[src/rtl/ctrl_monitor.sv]
// Retirement monitor for the RV32I core: checks decoded controls against the per-opcode table,
// keeps saturating class counters, queues violations in a small FIFO and reports run status.
module ctrl_monitor #(
    parameter int unsigned INST_WIDTH  = 32,
    parameter int unsigned CNT_WIDTH   = 16,
    parameter int unsigned ERR_DEPTH   = 4,
    parameter int unsigned HALT_ON_ERR = 1
) (
    input  logic                  clk,
    input  logic                  rst,
    input  logic                  en_i,
    input  logic                  valid_i,
    input  logic [INST_WIDTH-1:0] pc_i,
    input  logic [INST_WIDTH-1:0] inst_i,
    input  logic                  branch_i,
    input  logic                  take_i,
    input  logic                  mem_write_i,
    input  logic                  alu_src_a_i,
    input  logic                  alu_src_b_i,
    input  logic [1:0]            result_mux_i,
    input  logic [3:0]            cnt_sel_i,
    output logic [CNT_WIDTH-1:0]  cnt_o,
    output logic [1:0]            state_o,
    output logic                  done_o,
    output logic                  fail_o,
    output logic                  err_valid_o,
    output logic [INST_WIDTH-1:0] err_pc_o,
    output logic [7:0]            err_code_o,
    input  logic                  err_ready_i,
    output logic                  err_overflow_o
);

    localparam logic [6:0] OP_LUI    = 7'b0110111;
    localparam logic [6:0] OP_AUIPC  = 7'b0010111;
    localparam logic [6:0] OP_JAL    = 7'b1101111;
    localparam logic [6:0] OP_JALR   = 7'b1100111;
    localparam logic [6:0] OP_BRANCH = 7'b1100011;
    localparam logic [6:0] OP_LOAD   = 7'b0000011;
    localparam logic [6:0] OP_STORE  = 7'b0100011;
    localparam logic [6:0] OP_ALUI   = 7'b0010011;
    localparam logic [6:0] OP_ALU    = 7'b0110011;
    localparam logic [6:0] OP_FENCE  = 7'b0001111;
    localparam logic [6:0] OP_SYSTEM = 7'b1110011;

    localparam logic [1:0] StIdle = 2'b00;
    localparam logic [1:0] StRun  = 2'b01;
    localparam logic [1:0] StDone = 2'b10;
    localparam logic [1:0] StFail = 2'b11;

    localparam int unsigned PW = $clog2(ERR_DEPTH);

    logic [6:0]  opcode;
    logic [6:0]  ctl, exp_ctl, diff;
    logic        chk;
    logic [3:0]  cls;
    logic [7:0]  err_code;
    logic        retire, viol;
    logic [15:0] inc;
    logic [1:0]  state_q, state_d;
    logic        unused_inst;

    logic [CNT_WIDTH-1:0] cnt_q [16];
    logic [CNT_WIDTH-1:0] cnt_o_q;

    logic [PW:0]           wptr_q, rptr_q;
    logic                  empty, full, push, pop, drop, ovf_q;
    logic [INST_WIDTH-1:0] mem_pc_q   [ERR_DEPTH];
    logic [7:0]            mem_code_q [ERR_DEPTH];

    assign opcode      = inst_i[6:0];
    assign unused_inst = ^inst_i[INST_WIDTH-1:7];
    assign ctl         = {branch_i, take_i, mem_write_i, result_mux_i, alu_src_a_i, alu_src_b_i};
    assign diff        = ctl ^ exp_ctl;

    always_comb begin
        exp_ctl  = '0;
        chk      = 1'b1;
        cls      = 4'd11;
        err_code = '0;
        case (opcode)
            OP_LUI:    begin cls = 4'd0; exp_ctl = 7'b000_00_01; end
            OP_AUIPC:  begin cls = 4'd1; exp_ctl = 7'b000_00_11; end
            OP_JAL:    begin cls = 4'd2; exp_ctl = 7'b110_01_11; end
            OP_JALR:   begin cls = 4'd3; exp_ctl = 7'b110_01_01; end
            // branch is free; take is only legal when branch is also set
            OP_BRANCH: begin
                cls     = 4'd4;
                exp_ctl = {branch_i, take_i & branch_i, 5'b0_00_11};
            end
            OP_LOAD:   begin cls = 4'd5; exp_ctl = 7'b000_10_01; end
            OP_STORE:  begin cls = 4'd6; exp_ctl = 7'b001_00_01; end
            OP_ALUI:   begin cls = 4'd7; exp_ctl = 7'b000_00_01; end
            OP_ALU:    begin cls = 4'd8; exp_ctl = 7'b000_00_00; end
            OP_FENCE:  begin cls = 4'd9; chk = 1'b0; err_code = 8'h40; end
            OP_SYSTEM: begin cls = 4'd10; chk = 1'b0; end
            default:   begin cls = 4'd11; chk = 1'b0; err_code = 8'h80; end
        endcase
        if (chk) begin
            err_code = {2'b00, diff[0], diff[1], |diff[3:2], diff[4], diff[5], diff[6]};
        end
    end

    assign retire = valid_i && (state_q == StRun);
    assign viol   = retire && (err_code != 8'h00);

    always_comb begin
        inc = '0;
        if (retire) begin
            inc[cls] = 1'b1;
            inc[12]  = 1'b1;
            inc[13]  = viol;
        end
    end

    always_ff @(posedge clk) begin
        if (rst) begin
            for (int i = 0; i < 16; i++) cnt_q[i] <= '0;
            cnt_o_q <= '0;
        end else begin
            for (int i = 0; i < 16; i++) begin
                if (inc[i] && (cnt_q[i] != '1)) cnt_q[i] <= cnt_q[i] + 1'b1;
            end
            // entries 14 and 15 never increment, so those selects read 0
            cnt_o_q <= cnt_q[cnt_sel_i];
        end
    end

    always_comb begin
        state_d = state_q;
        case (state_q)
            StIdle: if (en_i) state_d = StRun;
            StRun: begin
                if (retire && (opcode == OP_SYSTEM)) state_d = StDone;
                else if (viol && (HALT_ON_ERR != 0)) state_d = StFail;
            end
            default: state_d = state_q;
        endcase
    end

    always_ff @(posedge clk) begin
        if (rst) state_q <= StIdle;
        else     state_q <= state_d;
    end

    assign empty = (wptr_q == rptr_q);
    assign full  = (wptr_q[PW-1:0] == rptr_q[PW-1:0]) && (wptr_q[PW] != rptr_q[PW]);
    assign pop   = err_ready_i && !empty;
    // a pop frees the head slot in the same cycle, so a full FIFO still accepts
    assign push  = viol && (!full || pop);
    assign drop  = viol && full && !pop;

    always_ff @(posedge clk) begin
        if (rst) begin
            wptr_q <= '0;
            rptr_q <= '0;
            ovf_q  <= 1'b0;
        end else begin
            if (push) wptr_q <= wptr_q + 1'b1;
            if (pop)  rptr_q <= rptr_q + 1'b1;
            if (drop) ovf_q  <= 1'b1;
        end
    end

    always_ff @(posedge clk) begin
        if (push) begin
            mem_pc_q[wptr_q[PW-1:0]]   <= pc_i;
            mem_code_q[wptr_q[PW-1:0]] <= err_code;
        end
    end

    assign err_valid_o    = !empty;
    assign err_pc_o       = empty ? '0 : mem_pc_q[rptr_q[PW-1:0]];
    assign err_code_o     = empty ? '0 : mem_code_q[rptr_q[PW-1:0]];
    assign err_overflow_o = ovf_q;
    assign cnt_o          = cnt_o_q;
    assign state_o        = state_q;
    assign done_o         = (state_q == StDone);
    assign fail_o         = (state_q == StFail);

endmodule
[config.mk]
export PLATFORM = sky130hd
export DESIGN_NAME = ctrl_monitor
export DESIGN_NICKNAME = d
export VERILOG_FILES = /design/src/rtl/ctrl_monitor.sv
export SDC_FILE = /design/constraint.sdc
export NUM_CORES = 1
export LEC_CHECK = 0
export ABC_AREA = 1
export CAP_MARGIN = 20
export CORE_MARGIN = 2
export CORE_UTILIZATION = 45
export DETAILED_ROUTE_END_ITERATION = 8
export RECOVER_POWER = 100
export SETUP_SLACK_MARGIN = 0.3
export SLEW_MARGIN = 20
export SYNTH_ARGS = -nofsm -noshare
export SYNTH_HDL_FRONTEND = slang
export SYNTH_SLANG_ARGS = --single-unit
export TNS_END_PERCENT = 50
[constraint.sdc]
create_clock -name clk -period 5.1 [get_ports clk]
set_input_delay 1.02 -clock clk [delete_from_list [all_inputs] [get_ports clk]]
set_output_delay 1.02 -clock clk [all_outputs]
set_load 0.01 [all_outputs]
### Yosys cells after proc, flatten, opt, wreduce, memory -nomap -nowiden

Memories as Yosys holds them, arrays and structs flattened. A register that Yosys moved wholly into a read port is not among the register bits.
Index checks and enable logic that the tools add are counted.

| operators by class | value |
|---|---|
| add/subtract/negate cells | 18 |
| magnitude comparators | 2 |
| equal/unequal tests | 35 |
| multiplexer cells | 86 |
| bitwise gates (word level) | 18 |
| reductions and logical operators | 37 |

Operators with widths:

| kind | number |
|---|---|
| 2-to-1 mux 16 bit | 17 |
| adder 16 x 1 -> 16 bit, second input constant | 16 |
| inequality test 16 bit, second input constant | 16 |
| 2-to-1 mux 1 bit | 54 |
| one-hot mux 7 bit (7 select lines) | 1 |
| one-hot mux 4 bit (11 select lines) | 1 |
| 2-to-1 mux 32 bit | 1 |
| == test 7 bit, second input constant | 4 |
| logical AND 1 bit | 25 |
| == test 7 x 6 -> 1 bit, second input constant | 3 |
| 2-to-1 mux 8 bit | 2 |
| OR 1 bit | 16 |
| one-hot mux 8 bit (2 select lines) | 1 |
| == test 7 x 5 -> 1 bit, second input constant | 2 |
| 2-to-1 mux 2 bit | 7 |
| OR reduction 10 bit | 1 |
| OR reduction 9 bit | 1 |
| nonzero test 8 bit | 1 |
| == test 7 x 2 -> 1 bit, second input constant | 1 |
| == test 7 x 4 -> 1 bit, second input constant | 1 |
| XOR 7 bit | 1 |
| adder 3 x 1 -> 3 bit, second input constant | 2 |
| less-than comparator 4 x 5 -> 1 bit, second input constant | 1 |
| demux 1 bit (select 4 bit) | 1 |
| 16 further kinds | 20 |

| word-level totals | value |
|---|---|
| register bits | 9 |
| memory bits (writable) | 416 |
| output and inout port bits | 62 |
| logic and storage cells | 203 |
| memories | 3 |

Memory list:

| memory | words | bits a word | read ports | clocked after Yosys merged registers in | write ports | line | text |
|---|---|---|---|---|---|---|---|
| cnt_q | 16 | 16 | 17 | 1 | 16 | 62 | `logic [CNT_WIDTH-1:0] cnt_q [16];` |
| mem_pc_q | 4 | 32 | 1 | 1 | 1 | 67 | `logic [INST_WIDTH-1:0] mem_pc_q [ERR_DEPTH];` |
| mem_code_q | 4 | 8 | 1 | 1 | 1 | 68 | `logic [7:0] mem_code_q [ERR_DEPTH];` |

### Logic depth before layout (Yosys ltp)

Gate-level depths: netlist of run 1.

| logic depth | value |
|---|---|
| word-level depth | 14 |
| mapped depth | 17 |
| depth with buffers taken out | 17 |

### Worst setup path after synthesis of run 1

Ideal clock, no wire load.

| timing path | value |
|---|---|
| path kind | in2reg |
| start | input inst_i[1] |
| end | memory mem_code_q[0][0], enable pin |
| arrival time | 3.883 ns |
| data required time | 4.662 ns |
| setup slack | 0.780 ns |
| cell stages on the path | 12 |
| path through | nand2_1 > inv_2 > nand2_2 > nor2_2 > nor2_1 > nand3_1 > nand3_1 > nand2_1 > nor2_1 > nand2_1 > nand3_2 > nor2_1 |

| between the ends | value |
|---|---|
| cells in the longest elaborated chain, start to end | 11 |

Ends and longest elaborated chain:

| item | line | text |
|---|---|---|
| start, declared | 14 | `input logic [INST_WIDTH-1:0] inst_i,` |
| == test 7 x 5 -> 1 bit / == test 7 x 6 -> 1 bit (equally long branches) | 80 | `case (opcode)` |
| OR reduction 2 bit (no source line) | n/a |  |
| one-hot mux 7 bit (7 select lines) | 80 |  |
| XOR 7 bit | 73 | `assign diff = ctl ^ exp_ctl;` |
| OR reduction 2 bit | 99 | `err_code = {2'b00, diff[0], diff[1], \|diff[3:2], diff[4], diff[5], diff[6]};` |
| 2-to-1 mux 8 bit (*) | 98 | `if (chk) begin` |
| nonzero test 8 bit (*) | 104 | `assign viol = retire && (err_code != 8'h00);` |
| logical AND 1 bit (*) | 104 |  |
| logical AND 1 bit (*) | 149 | `assign push = viol && (!full \|\| pop);` |
| 2-to-1 mux 1 bit (*) | 165 | `if (push) begin` |
| 2-to-1 mux 1 bit (not written as such) (*) | 167 | `mem_code_q[wptr_q[PW-1:0]] <= err_code;` |
| end, declared | 68 |  |

Every way passes the cells marked *; elsewhere a longest branch is shown, timed or not.

==> results of run 1 <==
cell type report:
class                   count  area, µm²  share of cell area
flip-flops and latches    443      13000               0.490
inverters                 318       1190              0.0449
diodes                      1       2.50           0.0000940
well taps                 680        851              0.0320
clock buffers              70       1360              0.0509
clock inverters            20        153             0.00574
multi-input cells        1684       8630               0.324
repair buffers            139       1390              0.0523
Yosys cell counts (2+ instances only):
cell type | count | area (µm²)
sky130_fd_sc_hd__or3_4 | 2 | 22.5
sky130_fd_sc_hd__o21ai_0 | 224 | 1120
sky130_fd_sc_hd__nand3_2 | 3 | 30.0
sky130_fd_sc_hd__nand2_1 | 289 | 1080
sky130_fd_sc_hd__nand2_2 | 4 | 25.0
sky130_fd_sc_hd__o211ai_1 | 21 | 158
sky130_fd_sc_hd__buf_6 | 3 | 33.8
sky130_fd_sc_hd__buf_2 | 7 | 35.0
sky130_fd_sc_hd__o21ai_1 | 2 | 10.0
sky130_fd_sc_hd__xor2_1 | 78 | 683
sky130_fd_sc_hd__nor3_1 | 80 | 400
sky130_fd_sc_hd__o221ai_1 | 7 | 61.3
sky130_fd_sc_hd__and3_1 | 8 | 50.1
sky130_fd_sc_hd__o32ai_1 | 40 | 350
sky130_fd_sc_hd__nand4_4 | 3 | 63.8
sky130_fd_sc_hd__nor2_4 | 2 | 22.5
sky130_fd_sc_hd__a21oi_1 | 200 | 1000
sky130_fd_sc_hd__nor4_1 | 16 | 100
sky130_fd_sc_hd__a31oi_1 | 4 | 25.0
sky130_fd_sc_hd__xnor2_1 | 19 | 166
sky130_fd_sc_hd__nor3b_1 | 17 | 128
sky130_fd_sc_hd__or2_2 | 7 | 43.8
sky130_fd_sc_hd__ha_1 | 21 | 263
sky130_fd_sc_hd__nor3_2 | 3 | 30.0
sky130_fd_sc_hd__inv_1 | 310 | 1160
sky130_fd_sc_hd__inv_2 | 7 | 26.3
sky130_fd_sc_hd__edfxtp_1 | 416 | 12500
sky130_fd_sc_hd__o21a_1 | 10 | 75.1
sky130_fd_sc_hd__nor2_2 | 24 | 150
sky130_fd_sc_hd__dfxtp_1 | 27 | 541
sky130_fd_sc_hd__nand3_1 | 155 | 776
sky130_fd_sc_hd__nand4_1 | 32 | 200
sky130_fd_sc_hd__clkbuf_1 | 94 | 353
sky130_fd_sc_hd__buf_1 | 4 | 15.0
sky130_fd_sc_hd__nor2_1 | 400 | 1500
sky130_fd_sc_hd__mux2i_1 | 2 | 20.0
cells by family (layout without fill, tap and decap cells):
kind of cell	after synthesis	in the layout
flops	443	443
other cells	0	1
fa+ha+maj	21	21
compound gates	513	513
xor+xnor	97	97
mux	2	2
buf+inv	427	547
simple gates	1051	1051
registers in the layout, summed over array words and instances, names as in the netlist, named ones only:
signal          count
wptr_q              3
rptr_q              3
cnt_o              16
state_o             2
err_overflow_o      1
mem_code_q         32
cnt_q             256
mem_pc_q          128
worst register-to-register path, delay by kind of cell, from the launching register on:
| kind | cells | cell delay, ps |
|---|---|---|
| xor gates and xnor gates | 1 | 190 |
| buffers and inverters | 3 | 590 |
| and+or+nand+nor | 5 | 1730 |
| DFF | 1 | 380 |
report_power, final:
part,leakage (nW),switching (W),internal (W),total (W)
combinational,5.02,0.000820,0.000519,0.00134
sequential,4.34,0.000132,0.00414,0.00427
clock,0.741,0.00144,0.00194,0.00338
layer usage:
metal  global-route usage  routed length (µm)  share of wire
met4               0.0631                1370          0.024
met1                0.298               26400           0.47
met2                0.332               25600           0.45
met3               0.0382                3310          0.058
met5                    0                  22        0.00039
how the worst min path moves through the flow:
stage	depth (start not counted)	end	slack, ps	startpoint
5_1_grt	2	rptr_q[2]	490	rptr_q[2]
2_1_floorplan	2	rptr_q[2]	450	rptr_q[2]
3_5_place_dp	2	rptr_q[2]	460	rptr_q[2]
4_1_cts	2	rptr_q[2]	470	rptr_q[2]
3_3_place_gp	2	rptr_q[2]	460	rptr_q[2]
6_report	2	rptr_q[2]	470	rptr_q[2]
stage by stage:
stage | instance area (µm²) | util | hold slack, ps | std cells | worst slack, ps
2_1_floorplan | 23300 | - | 446 | 2554 | 780
3_3_place_gp | 25200 | 0.490 | 457 | 3263 | 939
3_5_place_dp | 25200 | 0.490 | 464 | 3263 | 899
4_1_cts | 26700 | 0.520 | 474 | 3353 | 998
5_1_grt | 26600 | 0.519 | 493 | 3354 | 601
6_report | 26600 | 0.519 | 469 | 3355 | 936
==> results_tabular.tex, run 1 <==
\begin{tabular}{lr}
\hline
Metric & Value \\
\hline
\multicolumn{2}{l}{\textbf{Synthesis}} \\
Main combinational cell family by area after synthesis & simple AND/OR/NAND/NOR gates \\
Complex-gate fraction of the synthesized area & 0.122 \\
Post-synthesis cell area & about 23,000 µm² \\
Fraction of synthesized cell area in xor and xnor cells & 0.0364 \\
Fraction of the mapped netlist area in simple logic gates & 0.201 \\
Share of cell area taken by muxes after synthesis & 0.000858 \\
Async set-reset flop share out of synthesis & 0 \\
Post-synth EDFFs & between 400 and 500 \\
Seq/Total Area, Yosys & 0.558 \\
Primary FF master, synth & sky130\_fd\_sc\_hd\_\_edfxtp\_1 \\
Gate count of the mapped netlist & around 2.6k \\
Fraction of the mapped netlist area in adder cells & 0.0113 \\
Synth Register Bits & around 440 \\
Post-Syn Nets & approximately 2.7k \\
Yosys cell types & between 40 and 50 \\
Per-instance average area after synthesis & between 9 and 10 µm² \\
Total number of yosys warnings & 0 \\
\multicolumn{2}{l}{\textbf{Power and ir drop}} \\
Total power divided by cell area & 338 nW/µm² \\
Pleak & slightly above 10 nW \\
Peak supply drop & between 0.0002 and 0.0003 V \\
Total Power Consumption & between 0.008 and 0.009 W \\
\multicolumn{2}{l}{\textbf{STA}} \\
Transition time at the pin with the least slew margin & 1590 ps \\
Final setup vio count & 0 \\
Final hold viol count & 0 \\
Final worst path period share & 0.817 \\
Setup repair after global routing missed its margin & false \\
Highest clock rate & 240 MHz \\
TNS Setup & 0 ps \\
Number of slew-limit violations in the final report & between 90 and 100 \\
Worst clock skew & $\sim$20 ps \\
Shortest clock period the worst path allows after layout & 4160 ps \\
Max transition margin & -0.0626 \\
\multicolumn{2}{l}{\textbf{Global route}} \\
First-pass GRT wire length & roughly 90 mm \\
Total global-route track usage & 0.211 \\
Largest net degree at the start of global routing & 174 \\
Grt total ovfl & 0 \\
Antenna violations before repair & 2 \\
Vias in the first global route & 16.8k \\
\multicolumn{2}{l}{\textbf{Clock tree}} \\
Number of buffers added by the clock tree synthesis step & 48 \\
Root buffer cell & sky130\_fd\_sc\_hd\_\_clkbuf\_16 \\
Clock tree from TritonCTS & done \\
Number of buffers added for setup after CTS & 0 \\
Number of buffers added to fix hold violations after cts & 0 \\
Clock transition at the registers of the reported paths & $\sim$60 ps \\
Clock insertion delay at the later pin of the skew report & between 500 and 600 ps \\
Number of clock sinks & 443 \\
Maximum count of clock buffers along a single path & 3 \\
Max H-tree Level & 2 \\
Post-cts sizing count & 0 \\
\multicolumn{2}{l}{\textbf{Drt}} \\
Drt first-iter violations & 1,503 \\
Total Wirelength & approximately 57 mm \\
Via-per-instance ratio & 5.33 \\
Detailed-router iteration count before antenna repair & 5 \\
Routed WL per cell & about 17 µm \\
DRC viols & 0 \\
Number of nets with antenna violations after detailed routing & 0 \\
Total number of vias & roughly 18k \\
\multicolumn{2}{l}{\textbf{Floorplan}} \\
Placement Rows & 83 \\
Standard cell core area & between 50,000 and 60,000 µm² \\
Die extent in x & 232 µm \\
Die Span Y & around 230 µm \\
Boundary pin count & about 140 \\
Area of the die & roughly 54,000 µm² \\
Initial Utilization & 0.455 \\
\multicolumn{2}{l}{\textbf{Cells and area}} \\
Commonest non-fill, non-tap cell in the layout & sky130\_fd\_sc\_hd\_\_edfxtp\_1 \\
Area Overhead vs Synth & 14.0\% \\
Final-stage net count & 2,735 \\
Fraction of layout cells with a size suffix above 1 & 0.0520 \\
Count of filler cells inserted in the layout & approximately 4.8k \\
Most frequent cells in the layout & sky130\_fd\_sc\_hd\_\_edfxtp\_1 (416), sky130\_fd\_sc\_hd\_\_nor2\_1 (406), sky130\_fd\_sc\_hd\_\_inv\_1 (310), sky130\_fd\_sc\_hd\_\_nand2\_1 (291), sky130\_fd\_sc\_hd\_\_o21ai\_0 (224) \\
\multicolumn{2}{l}{\textbf{Setup path}} \\
Path type of the worst setup path & in2reg \\
Maximum fanout along the worst path & 31 \\
Number of cells traversed by the worst register-to-register path & 9 \\
Delay of the slowest cell on the worst path & 1120 ps \\
Critical path, cell by cell & clkbuf\_1 > inv\_1 > clkbuf\_1 > nand2\_1 \\
Worst setup EP type & flip-flop \\
Count of buffer and inverter cells on the critical path & 3 \\
Crit-path slowest cell & sky130\_fd\_sc\_hd\_\_clkbuf\_1 \\
Setup slack, reg-to-reg & roughly 1900 ps \\
Path length in cells of the critical path & 4 \\
Launching element of the worst setup path & rst \\
RR Endpoint & mem\_pc\_q[1][26] \\
Worst Setup Start Kind & input pin \\
WP data arrival & approximately 4400 ps \\
Startpoint of the lowest-slack register-to-register path & wptr\_q[2] \\
Req. time, crit path & approximately 5300 ps \\
Timing endpoint of the critical path & cnt\_q[2][0] \\
Crit-path leading delay family & buffers and inverters \\
Critical path's most frequent cell & sky130\_fd\_sc\_hd\_\_clkbuf\_1 \\
\multicolumn{2}{l}{\textbf{Place}} \\
Half-perimeter wire length after detailed placement & around 38 mm \\
Buffers added on ports & approximately 120 \\
Routability Congestion & around 0.86 \\
\multicolumn{2}{l}{\textbf{Status}} \\
Violations in the final reports & max-capacitance violations, max-slew violations \\
Status & finished with violations \\
\multicolumn{2}{l}{\textbf{Hold path}} \\
Min-delay worst type & reg2reg \\
\multicolumn{2}{l}{\textbf{Run}} \\
Count of maximum capacitance violations & 2 \\
\hline
\end{tabular}
Power figures use the tool's default switching activity.
==> run 2, diff against run 1 <==
Clock period 5.1 ns to 4.4 ns, I/O delays scaled along.
==> results_tabular.tex, run 2 (synthesized netlist as in run 1, its figures left out) <==
\begin{tabular}{lr}
\hline
Metric & Value \\
\hline
\multicolumn{2}{l}{\textbf{Cells and area}} \\
Fraction of layout cells with a size suffix above 1 & 0.0567 (+0.00469) \\
Area Overhead vs Synth & 14.7\% \\
Count of filler cells inserted in the layout & 4,703 (-1.4\%) \\
Final-stage net count & 2,744 (+0.33\%) \\
Layout Utilization & 0.522 (+0.00305) \\
Cell area after layout & 26,800 µm² (+0.59\%) \\
Max reg flops & 256 (unchanged) \\
Commonest non-fill, non-tap cell in the layout & sky130\_fd\_sc\_hd\_\_edfxtp\_1 \\
Post-route non-filler standard cell count & 3,364 (+0.27\%) \\
Most frequent cells in the layout & sky130\_fd\_sc\_hd\_\_edfxtp\_1 (416), sky130\_fd\_sc\_hd\_\_nor2\_1 (398), sky130\_fd\_sc\_hd\_\_inv\_1 (311), sky130\_fd\_sc\_hd\_\_nand2\_1 (292), sky130\_fd\_sc\_hd\_\_o21ai\_0 (226) \\
Register with the highest flop count & cnt\_q \\
\multicolumn{2}{l}{\textbf{Place}} \\
Routability Congestion & 0.857 (-0.53\%) \\
Half-perimeter wire length after detailed placement & 38.9 mm (+1.3\%) \\
Cell count after placement & 3,271 (+0.25\%) \\
Post-placement cell area & 25,200 µm² (+0.34\%) \\
Buffers added on ports & 116 (unchanged) \\
\multicolumn{2}{l}{\textbf{Hold path}} \\
Destination of the worst hold path & rptr\_q[2] \\
Min-delay worst type & reg2reg \\
Hold path startpoint & rptr\_q[2] \\
Min-Delay Path Depth & 2 (unchanged) \\
\multicolumn{2}{l}{\textbf{Setup path}} \\
Startpoint of the lowest-slack register-to-register path & wptr\_q[2] \\
WP data arrival & 3000 ps (-1380 ps) \\
Req. time, crit path & 3520 ps (-1790 ps) \\
Setup slack, reg-to-reg & 1030 ps (-870 ps) \\
RR Endpoint & mem\_pc\_q[3][0] \\
Maximum fanout along the worst path & 64 (+110\%) \\
Worst setup EP type & output pin \\
Number of cells traversed by the worst register-to-register path & 9 (unchanged) \\
Path type of the worst setup path & reg2out \\
Worst Setup Start Kind & flip-flop \\
\multicolumn{2}{l}{\textbf{STA}} \\
Max transition margin & -0.652 (-0.589) \\
Shortest clock period the worst path allows after layout & approximately 3900 ps \\
Number of slew-limit violations in the final report & 51 (-48\%) \\
Worst clock skew & 14.5 ps (-5.50 ps) \\
Transition time at the pin with the least slew margin & 2480 ps (+884 ps) \\
Highest clock rate & approximately 260 MHz \\
Final worst path period share & 0.882 \\
Final setup vio count & 0 (unchanged) \\
Hold\_ws & 482 ps (+13.2 ps) \\
TNS Setup & 0 ps (unchanged) \\
Final hold viol count & 0 (unchanged) \\
Setup repair after global routing missed its margin & false \\
\multicolumn{2}{l}{\textbf{Floorplan}} \\
Area of the die & 53,700 µm² (unchanged) \\
Initial Utilization & 0.455 (unchanged) \\
Standard cell core area & 51,300 µm² (unchanged) \\
Die Span Y & 232 µm (unchanged) \\
Die extent in x & 232 µm (unchanged) \\
Boundary pin count & 142 (unchanged) \\
Placement Rows & 83 (unchanged) \\
\multicolumn{2}{l}{\textbf{Global route}} \\
First-pass GRT wire length & 90.9 mm (+0.65\%) \\
Largest net degree at the start of global routing & 174 (unchanged) \\
Grt total ovfl & 0 (unchanged) \\
Antenna violations before repair & 3 (+1) \\
Total global-route track usage & 0.213 (+0.00211) \\
Vias in the first global route & 16.9k (+0.18\%) \\
\multicolumn{2}{l}{\textbf{Clock tree}} \\
Root buffer cell & sky130\_fd\_sc\_hd\_\_clkbuf\_16 \\
Number of buffers added to fix hold violations after cts & 0 (unchanged) \\
Number of clock sinks & 443 (unchanged) \\
Number of buffers added by the clock tree synthesis step & 50 (+4.2\%) \\
Number of buffers added for setup after CTS & 0 (unchanged) \\
Post-cts sizing count & 0 (unchanged) \\
Max H-tree Level & 2 (unchanged) \\
Clock insertion delay at the later pin of the skew report & 590 ps (about the same) \\
Clock tree from TritonCTS & done \\
Clock transition at the registers of the reported paths & 60 ps (about the same) \\
Maximum count of clock buffers along a single path & 3 (unchanged) \\
\multicolumn{2}{l}{\textbf{Power and ir drop}} \\
Pleak & 10.2 nW (+0.74\%) \\
Peak supply drop & 0.000289 V (+11\%) \\
Total power divided by cell area & 399 nW/µm² (+18\%) \\
\multicolumn{2}{l}{\textbf{Run}} \\
Count of maximum capacitance violations & 1 (-1) \\
\multicolumn{2}{l}{\textbf{Status}} \\
Violations in the final reports & max-capacitance violations, max-slew violations \\
Status & finished with violations \\
\multicolumn{2}{l}{\textbf{Drt}} \\
Via-per-instance ratio & 5.35 (+0.37\%) \\
Total Wirelength & 57.5 mm (+1.4\%) \\
Drt first-iter violations & 1,621 (+7.9\%) \\
Total number of vias & 18.0k (+0.64\%) \\
Number of nets with antenna violations after detailed routing & 0 (unchanged) \\
Routed WL per cell & 17.1 µm (+1.2\%) \\
DRC viols & 0 (unchanged) \\
Detailed-router iteration count before antenna repair & 7 (+2) \\
\hline
\end{tabular}
==> run 2: area by class of cell <==
type / count / area (µm²) / share of cell area
tap: 680 / 851 / 0.0318
clock buffer: 66 / 1420 / 0.0529
clock inverter: 25 / 225 / 0.00841
timing repair buffer: 146 / 1430 / 0.0533
inverter: 318 / 1190 / 0.0446
antenna: 2 / 5.00 / 0.000187
sequential: 443 / 13000 / 0.487
multi-input combinational: 1684 / 8610 / 0.322
==> run 2: worst max-delay path by stage <==
stage | startpoint | to | cells past startpoint | slack, ps
floorplan | inst_i[1] | mem_code_q[0][0] | 12 | 220
global placement | inst_i[5] | mem_pc_q[3][1] | 14 | 420
detailed placement | inst_i[5] | mem_pc_q[3][0] | 14 | 320
CTS | flip-flop | err_pc_o[30] | 7 | 470
global route | rst | cnt_q[12][10] | 5 | 180
finish | flip-flop | err_pc_o[17] | 7 | 520
==> run 2: power breakdown <==
| group | switching, W | internal, W |
|---|---|---|
| clock network | 0.00171 | 0.00249 |
| registers | 0.000150 | 0.00480 |
| logic | 0.000950 | 0.000592 |
| total | 0.00281 | 0.00787 |
==> run 2: per-layer routing <==
layer	wire length (µm)	global-route usage
met3	3230	0.0318
met2	26400	0.343
met4	1350	0.0661
met1	26500	0.297
met5	7	0
==> run 2: stage by stage <==
step                      power [W]  setup slack [ps]
after floorplan             0.00592               220
after global placement      0.00663               415
after detailed placement    0.00666               323
after CTS                    0.0109               467
after global routing         0.0111               179
final                        0.0107               521
==> run 2: critical path, stage by stage (launching register included) <==
cell and delay [ps]:
sky130_fd_sc_hd__dfxtp_2 820, sky130_fd_sc_hd__inv_2 320, sky130_fd_sc_hd__buf_12 280, sky130_fd_sc_hd__nor2_1 130
sky130_fd_sc_hd__o32ai_1 90, sky130_fd_sc_hd__nand2_1 70, sky130_fd_sc_hd__inv_1 60, sky130_fd_sc_hd__dlygate4sd3_1 600
==> run 3, diff against run 2 <==
Settings changed: CTS_CLUSTER_DIAMETER set to 30, REMOVE_ABC_BUFFERS set to 1.
==> results_tabular.tex, run 3 (synthesized netlist as in run 1, its figures left out) <==
\begin{tabular}{lr}
\hline
Metric & Value \\
\hline
\multicolumn{2}{l}{\textbf{Drt}} \\
DRC viols & 0 (unchanged) \\
Detailed-router iteration count before antenna repair & 5 (-2) \\
Total number of vias & 18.7k (+4.1\%) \\
Via-per-instance ratio & 5.36 (+0.34\%) \\
Number of nets with antenna violations after detailed routing & 0 (unchanged) \\
Drt first-iter violations & 1,486 (-8.3\%) \\
Routed WL per cell & 17.2 µm (+0.68\%) \\
Total Wirelength & 60.1 mm (+4.5\%) \\
\multicolumn{2}{l}{\textbf{Hold path}} \\
Min-delay worst type & reg2reg \\
\multicolumn{2}{l}{\textbf{Clock tree}} \\
Root buffer cell & sky130\_fd\_sc\_hd\_\_clkbuf\_16 \\
Post-cts sizing count & 0 (unchanged) \\
Maximum count of clock buffers along a single path & 3 (unchanged) \\
Clock insertion delay at the later pin of the skew report & 640 ps (+50 ps) \\
Number of buffers added to fix hold violations after cts & 0 (unchanged) \\
Number of clock sinks & 443 (unchanged) \\
Number of buffers added for setup after CTS & 0 (unchanged) \\
Number of buffers added by the clock tree synthesis step & 114 (+130\%) \\
Max H-tree Level & 3 (+1) \\
Clock tree from TritonCTS & done \\
Clock transition at the registers of the reported paths & 50 ps (about the same) \\
\multicolumn{2}{l}{\textbf{Power and ir drop}} \\
Peak supply drop & 0.000329 V (+14\%) \\
Pleak & 11.3 nW (+11\%) \\
Total power divided by cell area & 524 nW/µm² (+31\%) \\
\multicolumn{2}{l}{\textbf{Cells and area}} \\
Layout Utilization & 0.570 (+0.0480) \\
Most frequent cells in the layout & sky130\_fd\_sc\_hd\_\_edfxtp\_1 (416), sky130\_fd\_sc\_hd\_\_nor2\_1 (409), sky130\_fd\_sc\_hd\_\_inv\_1 (311), sky130\_fd\_sc\_hd\_\_nand2\_1 (292), sky130\_fd\_sc\_hd\_\_o21ai\_0 (224) \\
Fraction of layout cells with a size suffix above 1 & 0.0932 (+0.0365) \\
Register with the highest flop count & cnt\_q \\
Commonest non-fill, non-tap cell in the layout & sky130\_fd\_sc\_hd\_\_edfxtp\_1 \\
Diode count & 0 (-2) \\
Final-stage net count & 2,810 (+2.4\%) \\
Area Overhead vs Synth & 25.2\% \\
Max reg flops & 256 (unchanged) \\
\multicolumn{2}{l}{\textbf{STA}} \\
Max transition margin & -0.381 (+0.272) \\
Shortest clock period the worst path allows after layout & 3950 ps (+73.3 ps) \\
Final worst path period share & 0.898 (+0.0167) \\
Transition time at the pin with the least slew margin & 2070 ps (-407 ps) \\
Final hold viol count & 0 (unchanged) \\
Worst clock skew & 16.2 ps (+1.73 ps) \\
Final setup vio count & 0 (unchanged) \\
Setup repair after global routing missed its margin & false \\
TNS Setup & 0 ps (unchanged) \\
Number of slew-limit violations in the final report & 138 (+170\%) \\
Highest clock rate & 253 MHz (-1.9\%) \\
\multicolumn{2}{l}{\textbf{Status}} \\
Violations in the final reports & max-capacitance violations, max-slew violations \\
Status & finished with violations \\
\multicolumn{2}{l}{\textbf{Setup path}} \\
Crit-path slowest cell & sky130\_fd\_sc\_hd\_\_clkbuf\_4 \\
Worst Setup Start Kind & flip-flop \\
WP data arrival & 3070 ps (+70 ps) \\
Maximum fanout along the worst path & 71 (+11\%) \\
Crit-path leading delay family & buffers and inverters \\
Worst setup EP type & output pin \\
Critical path, cell by cell & clkbuf\_4 > nor2\_1 > o32ai\_1 > nand2\_1 > inv\_1 > dlygate4sd3\_1 \\
Path type of the worst setup path & reg2out \\
Req. time, crit path & 3520 ps (about the same) \\
Count of buffer and inverter cells on the critical path & 3 (-1) \\
Delay of the slowest cell on the worst path & 670 ps (-150 ps) \\
\multicolumn{2}{l}{\textbf{Global route}} \\
Antenna violations before repair & 3 (unchanged) \\
Vias in the first global route & 18.1k (+7.1\%) \\
First-pass GRT wire length & 96.2 mm (+5.9\%) \\
Grt total ovfl & 0 (unchanged) \\
Total global-route track usage & 0.225 (+0.0123) \\
Largest net degree at the start of global routing & 174 (unchanged) \\
\multicolumn{2}{l}{\textbf{Run}} \\
Count of maximum capacitance violations & 2 (+1) \\
\multicolumn{2}{l}{\textbf{Place}} \\
Half-perimeter wire length after detailed placement & 40.0 mm (+2.7\%) \\
Buffers added on ports & 116 (unchanged) \\
Routability Congestion & 0.903 (+5.3\%) \\
\multicolumn{2}{l}{\textbf{Floorplan}} \\
Area of the die & 53,700 µm² (unchanged) \\
Die Span Y & 232 µm (unchanged) \\
Boundary pin count & 142 (unchanged) \\
Die extent in x & 232 µm (unchanged) \\
Initial Utilization & 0.455 (unchanged) \\
Placement Rows & 83 (unchanged) \\
Standard cell core area & 51,300 µm² (unchanged) \\
\hline
\end{tabular}
## run 3: changes by cell type in the layout (fill, tap and decap cells not counted), sizes merged
cell,previous run,this run
clkbuf,76,151
clkinvlp,1,23
bufinv,4,23
clkinv,20,33
buf,23,19
inv,318,322
diode,2,0
clkdlybuf4s50,21,20
dlygate4sd3,92,93
## run 3: cell type report
cell class | instances | area [µm²]
Fill cell | 4514 | 22100
Sequential cell | 443 | 13000
Multi-Input combinational cell | 1684 | 8610
Clock buffer | 135 | 3010
Timing Repair Buffer | 148 | 1430
Inverter | 318 | 1190
Clock inverter | 83 | 1100
Tap cell | 680 | 851
## run 3: per-stage QoR
step / area [µm²] / power, W / worst slack [ps] / hold WS, ps / std cells
floorplan: 22900 / 0.00585 / 213 / 446 / 2445
global placement: 25300 / 0.00668 / 496 / 461 / 3273
detailed placement: 25300 / 0.00670 / 420 / 482 / 3273
CTS: 29400 / 0.0155 / 514 / 491 / 3491
global route: 29200 / 0.0159 / 187 / 517 / 3491
finish: 29200 / 0.0153 / 447 / 485 / 3491
## run 3: layer usage
layer	global-route usage	routed length [µm]
met2	0.360	27800
met4	0.0869	1710
met1	0.303	26600
met5	0	13
met3	0.0441	3960
## run 3: report_power, final
group          internal [W]  total, W  leakage, nW  switching [W]
Combinational      0.000594   0.00156         5.04       0.000968
Clock               0.00620   0.00878         1.94        0.00258
Sequential          0.00481   0.00498         4.34       0.000165
Total                0.0116    0.0153         11.3        0.00371
## run 3: worst paths after layout
kind                    from            to  slack (ps)  cells past startpoint
setup reg to reg  state_o[1]  cnt_q[13][1]        1060                     11
hold reg to reg    rptr_q[2]     rptr_q[2]         490                      2
setup / recovery   flip-flop  err_pc_o[22]         450                      6
hold / removal     rptr_q[2]     rptr_q[2]         490                      2
## run 3: worst reg2reg max path, stage by stage, from the launching register on
cell and delay (ps):
sky130_fd_sc_hd__dfxtp_1 320, sky130_fd_sc_hd__inv_1 120, sky130_fd_sc_hd__nand2_1 60, sky130_fd_sc_hd__inv_1 70, sky130_fd_sc_hd__nand2_1 210, sky130_fd_sc_hd__inv_1 430, sky130_fd_sc_hd__clkbuf_1 430, sky130_fd_sc_hd__nand2_1 280
sky130_fd_sc_hd__inv_1 170, sky130_fd_sc_hd__nand2_1 70, sky130_fd_sc_hd__nand2_1 50, sky130_fd_sc_hd__clkbuf_1 720
